**src/rtl/register_file.sv**
```systemverilog
// register_file: parameterised general-purpose register file with two
// combinational read ports, one write port, link (call) writeback redirect,
// write-through bypass, a hardwired-zero register 0 and a committed-write
// counter.
//
// Ports:
//   clk          rising-edge clock for all state
//   rst          asynchronous active-low reset; clears registers and counter
//   rs_addr      read port A index
//   rt_addr      read port B index
//   rs_data      read port A data (combinational, bypassed)
//   rt_data      read port B data (combinational, bypassed)
//   reg_write    write enable for the current cycle
//   link         redirect the write to LINK_REG instead of write_addr
//   write_addr   write index when link is low
//   write_data   writeback value
//   write_count  committed-write counter, wraps modulo 256
module register_file #(
    parameter int unsigned DATA_W   = 32,
    parameter int unsigned ADDR_W   = 5,
    parameter int unsigned LINK_REG = 31
) (
    input  logic              clk,
    input  logic              rst,
    input  logic [ADDR_W-1:0] rs_addr,
    input  logic [ADDR_W-1:0] rt_addr,
    output logic [DATA_W-1:0] rs_data,
    output logic [DATA_W-1:0] rt_data,
    input  logic              reg_write,
    input  logic              link,
    input  logic [ADDR_W-1:0] write_addr,
    input  logic [DATA_W-1:0] write_data,
    output logic [7:0]        write_count
);

    localparam int unsigned NUM_REGS = 2 ** ADDR_W;
    localparam logic [ADDR_W-1:0] LINK_IDX = LINK_REG[ADDR_W-1:0];

    logic [DATA_W-1:0] regs [NUM_REGS];
    logic [ADDR_W-1:0] eff_addr;
    logic              commit;

    always_comb begin
        eff_addr = link ? LINK_IDX : write_addr;
        // Writes aimed at register 0 are dropped and do not count.
        commit   = reg_write && (eff_addr != '0);
    end

    always_ff @(posedge clk or negedge rst) begin
        if (!rst) begin
            for (int unsigned i = 0; i < NUM_REGS; i++) begin
                regs[i] <= '0;
            end
            write_count <= '0;
        end else if (commit) begin
            regs[eff_addr] <= write_data;
            write_count    <= write_count + 8'd1;
        end
    end

    // Bypass is purely combinational, so it still applies while reset is
    // held; the commit test already excludes index 0, which keeps reads of
    // register 0 at zero even with a pending write there.
    always_comb begin
        if (rs_addr == '0)
            rs_data = '0;
        else if (commit && (eff_addr == rs_addr))
            rs_data = write_data;
        else
            rs_data = regs[rs_addr];

        if (rt_addr == '0)
            rt_data = '0;
        else if (commit && (eff_addr == rt_addr))
            rt_data = write_data;
        else
            rt_data = regs[rt_addr];
    end

endmodule

```
**config.mk**
```make
export PLATFORM = sky130hd
export DESIGN_NAME = register_file
export DESIGN_NICKNAME = d
export VERILOG_FILES = /design/src/rtl/register_file.sv
export SDC_FILE = /design/constraint.sdc
export NUM_CORES = 2
export LEC_CHECK = 0
export CELL_PAD_IN_SITES_DETAIL_PLACEMENT = 2
export CELL_PAD_IN_SITES_GLOBAL_PLACEMENT = 2
export CORE_MARGIN = 2
export CORE_UTILIZATION = 35
export DETAILED_ROUTE_END_ITERATION = 10
export PLACE_DENSITY = 0.64
export SYNTH_ARGS = -nofsm -noshare
export SYNTH_HDL_FRONTEND = slang
export SYNTH_SLANG_ARGS = --single-unit
```
**constraint.sdc**
```tcl
create_clock -name clk -period 3.33 [get_ports clk]
set_input_delay 0.666 -clock clk [delete_from_list [all_inputs] [get_ports clk]]
set_output_delay 0.666 -clock clk [all_outputs]
set_load 0.01 [all_outputs]
```
==> summary.txt <==
Critical path
  • CP Capture Point: rs_data[22]
  • R2r endpoint: write_count[7]
  • Worst setup path class: primary input to output port
  • Critical path startpoint: link
  • Reg2reg path depth: 4
  • Worst r2r src: write_count[2]
  • Crit path max fanout: 6
  • Worst Path Arrival: between 3 and 4 ns
  • R2R setup slack: about 2.1 ns
  • Crit path launch type: primary input
  • Element type at the critical path end: output port
  • CP required: 2.66 ns

Route
  • Count of TritonRoute iterations in the first routing pass: 7
  • Vias: between 30000 and 40000
  • Total Wirelength: 241.0 mm
  • Final antenna-violating net count: 0
  • Vias per Instance: approximately 6
  • WL/cell: between 30 and 40 um
  • Starting DRC count in detailed routing: roughly 3300
  • Drc violations: 0

Finish
  • Final core occ: ~45%
  • Sequential cell area: approximately 26000 sq um
  • P&R area growth vs syn: 27.57%
  • Share of layout cells above drive strength 1: between 60% and 70%
  • Fin nets: 4375
  • Fill count: roughly 15000
  • Area of the multi-input gates: slightly below 30000 sq um

Die
  • Core area: 158900 sq um
  • Die Span Y: 404.5 um
  • I/O pin count: about 120
  • Initial Util: between 30% and 40%
  • Die area: 163600 sq um
  • Die W: slightly above 400 um
  • Row count: ~150

Yosys
  • Sequential area share after synthesis: between 40% and 50%
  • Asr flop ratio synth: between 90% and 100%
  • Synth top area cells: dfrtp_1 (46%), mux2_2 (20%), mux4_2 (18%)
  • #FFs+latches synth: just over 1000
  • Ys flop type: dfrtp_1
  • Yosys top cell area share: 46.00%
  • Yosys cell types: between 60 and 70
  • Leading area contributor after synthesis: dfrtp_1
  • Number of synthesized flops with an enable pin: 0
  • Top-count cell post-synth: dfrtp_1
  • Mapped Area: ~56000 sq um
  • Warnings, synthesis: 0
  • Net Count, Synth: a little under 4000
  • Synth top cells by count: dfrtp_1 (1032), mux2_2 (1019), mux4_2 (442)
  • Post-Synthesis Cells: ~3800
  • Syn Area/Cell: between 10 and 15 sq um

Global routing
  • GRT Util Overall: between 20 and 30%
  • Largest net degree at the start of global routing: 86
  • First-pass GRT wire length: about 340 mm
  • Vias in the first global route: 43710
  • Initial antenna violation count: 9
  • Total gr overflow: 0

Hold path
  • Worst hold path type: flop to flop

Outcome
  • Failing checks: negative setup slack
  • Status: complete, but fails checks

Run
  • Max Cap Viol: 0

Timing
  • Fin. Hold Viols: 0
  • Period utilization: 111.2%
  • Final worst setup slack: -0.3735 ns
  • Slew HR: around half
  • RSZ-0062 raised after global routing: true
  • Final setup fails: just over 60
  • Fin Clk Skew: 0.007850 ns
  • Worst-Margin Slew: ~0.75 ns
  • Minimum clock period after layout: around 3.7 ns
  • Maximum clock rate: roughly 0.27 GHz
  • Final Max Tran Viols: 0

Place
  • Pre-CTS WS: -1.338 ns
  • Port Buf Inserts: between 100 and 150
  • Hpwl dp: approximately 150 mm
  • GPL Wtd Cong: approximately 0.85

Clock network
  • Clk Latency, worst-skew pair: 0.75 ns
  • CTS buffer count: approximately 120
  • Clk Tree Root Cell: clkbuf_16
  • Worst-path clk slew: roughly 0.060 ns
  • CTS tree: built
  • CTS max path bufs: 3
  • CTS H-tree lvls: 3
  • Clock sinks: just over 1000

Power
  • Worst IR Drop VDD: 0.4281 mV
  • Leak: between 0.03 and 0.04 uW
  • Pwr dens: 514.0 nW/um^2
-- worst min-delay path by stage --
stage	slack, ns	cells past startpoint	start	end
floorplan	0.37	0	rst	regs[0]
global placement	0.38	0	regs[1021]	regs[1021]
detailed placement	0.38	0	regs[1017]	regs[1017]
CTS	0.40	0	regs[1017]	regs[1017]
global route	0.41	0	regs[997]	regs[997]
finish	0.40	0	regs[1017]	regs[1017]
-- where the power goes --
group	internal (uW)	switching [uW]	total (uW)	leakage [uW]
Clock	7570	5750	13300	0.00191
Combinational	4310	3480	7790	0.0165
Sequential	14300	1440	15700	0.0136
-- worst max-delay path, stage by stage --
cell       delay [ns]
buf_12           0.10
buf_12           0.13
bufbuf_16        0.26
nor2_2           0.05
xnor2_1          0.42
nor4_4           0.12
buf_6            0.16
buf_12           0.13
buf_16           0.16
buf_8            0.14
o41ai_4          0.45
buf_2            0.21
-- repair_timing --
action | CTS | global route
endpoints found under the hold margin | 39 | 0
gates resized for setup | 681 | 145
setup endpoints to repair | 64 | 64
pin swaps | 64 | 69
buffers inserted | 101 | 59
gates cloned | 20 | 3
hold buffers | 1 | 0
-- layout make-up --
cell class	count	share of cell area, %
antenna	2	0.006987
inverter	8	0.05066
multi-input combinational	2324	41.53
clock buffer	174	4.837
sequential	1032	36.05
tap	2072	3.619
clock inverter	44	0.6061
timing repair buffer	839	13.30
-- layout by cell type, fill, tap and decap left out, drive strengths merged, types with 10 or more instances in the layout --
cell and n:
buf 789, a21oi 29, a2111oi 10, nor2 63, nor2b 23, mux2 1035, nand2b 12, nand3 10
nand2 110, o221ai 17, dfrtp 1032, a211oi 12, clkbuf 177, inv 11, nor3 69, o41ai 11
and3 11, clkdlybuf4s50 41, o21ai 23, mux2i 200, mux4 471, clkinv 27, o22ai 106
-- through the flow --
stage | cell area (sq um) | cells | hold WS (ns) | power (uW) | setup TNS, ns
finish | 71630 | 6495 | 0.3966 | 36810 | -11.56
global route | 71620 | 6494 | 0.4104 | 38170 | -13.81
CTS | 70750 | 6449 | 0.3970 | 36730 | -6.934
detailed placement | 63980 | 6126 | 0.3836 | 22920 | -59.10
global placement | 63980 | 6126 | 0.3762 | 22520 | -60.66
floorplan | 56150 | 3792 | 0.3704 | 19750 | 0
-- state kept, by name, summed over array words and instances (netlist names) --
register and flops:
write_count 8, regs 1024
-- per-layer routing --
| layer | GRT usage [%] | share of wire (%) |
|---|---|---|
| met5 | 0 | 0.017 |
| met4 | 13.69 | 5.1 |
| met3 | 4.504 | 5.5 |
| met2 | 47.31 | 47 |
| met1 | 39.04 | 42 |
-- logic make-up after synthesis --
kind of cell	share of synthesized area, %
muxes	43.40
DFF	46.00
buffers and inverters	4.187
and+or+nand+nor	2.855
AOI/OAI and AO/OA	3.338
xor gates and xnor gates	0.2028
adders and majority gates	0.02228
(Power assumes the default switching activity.)
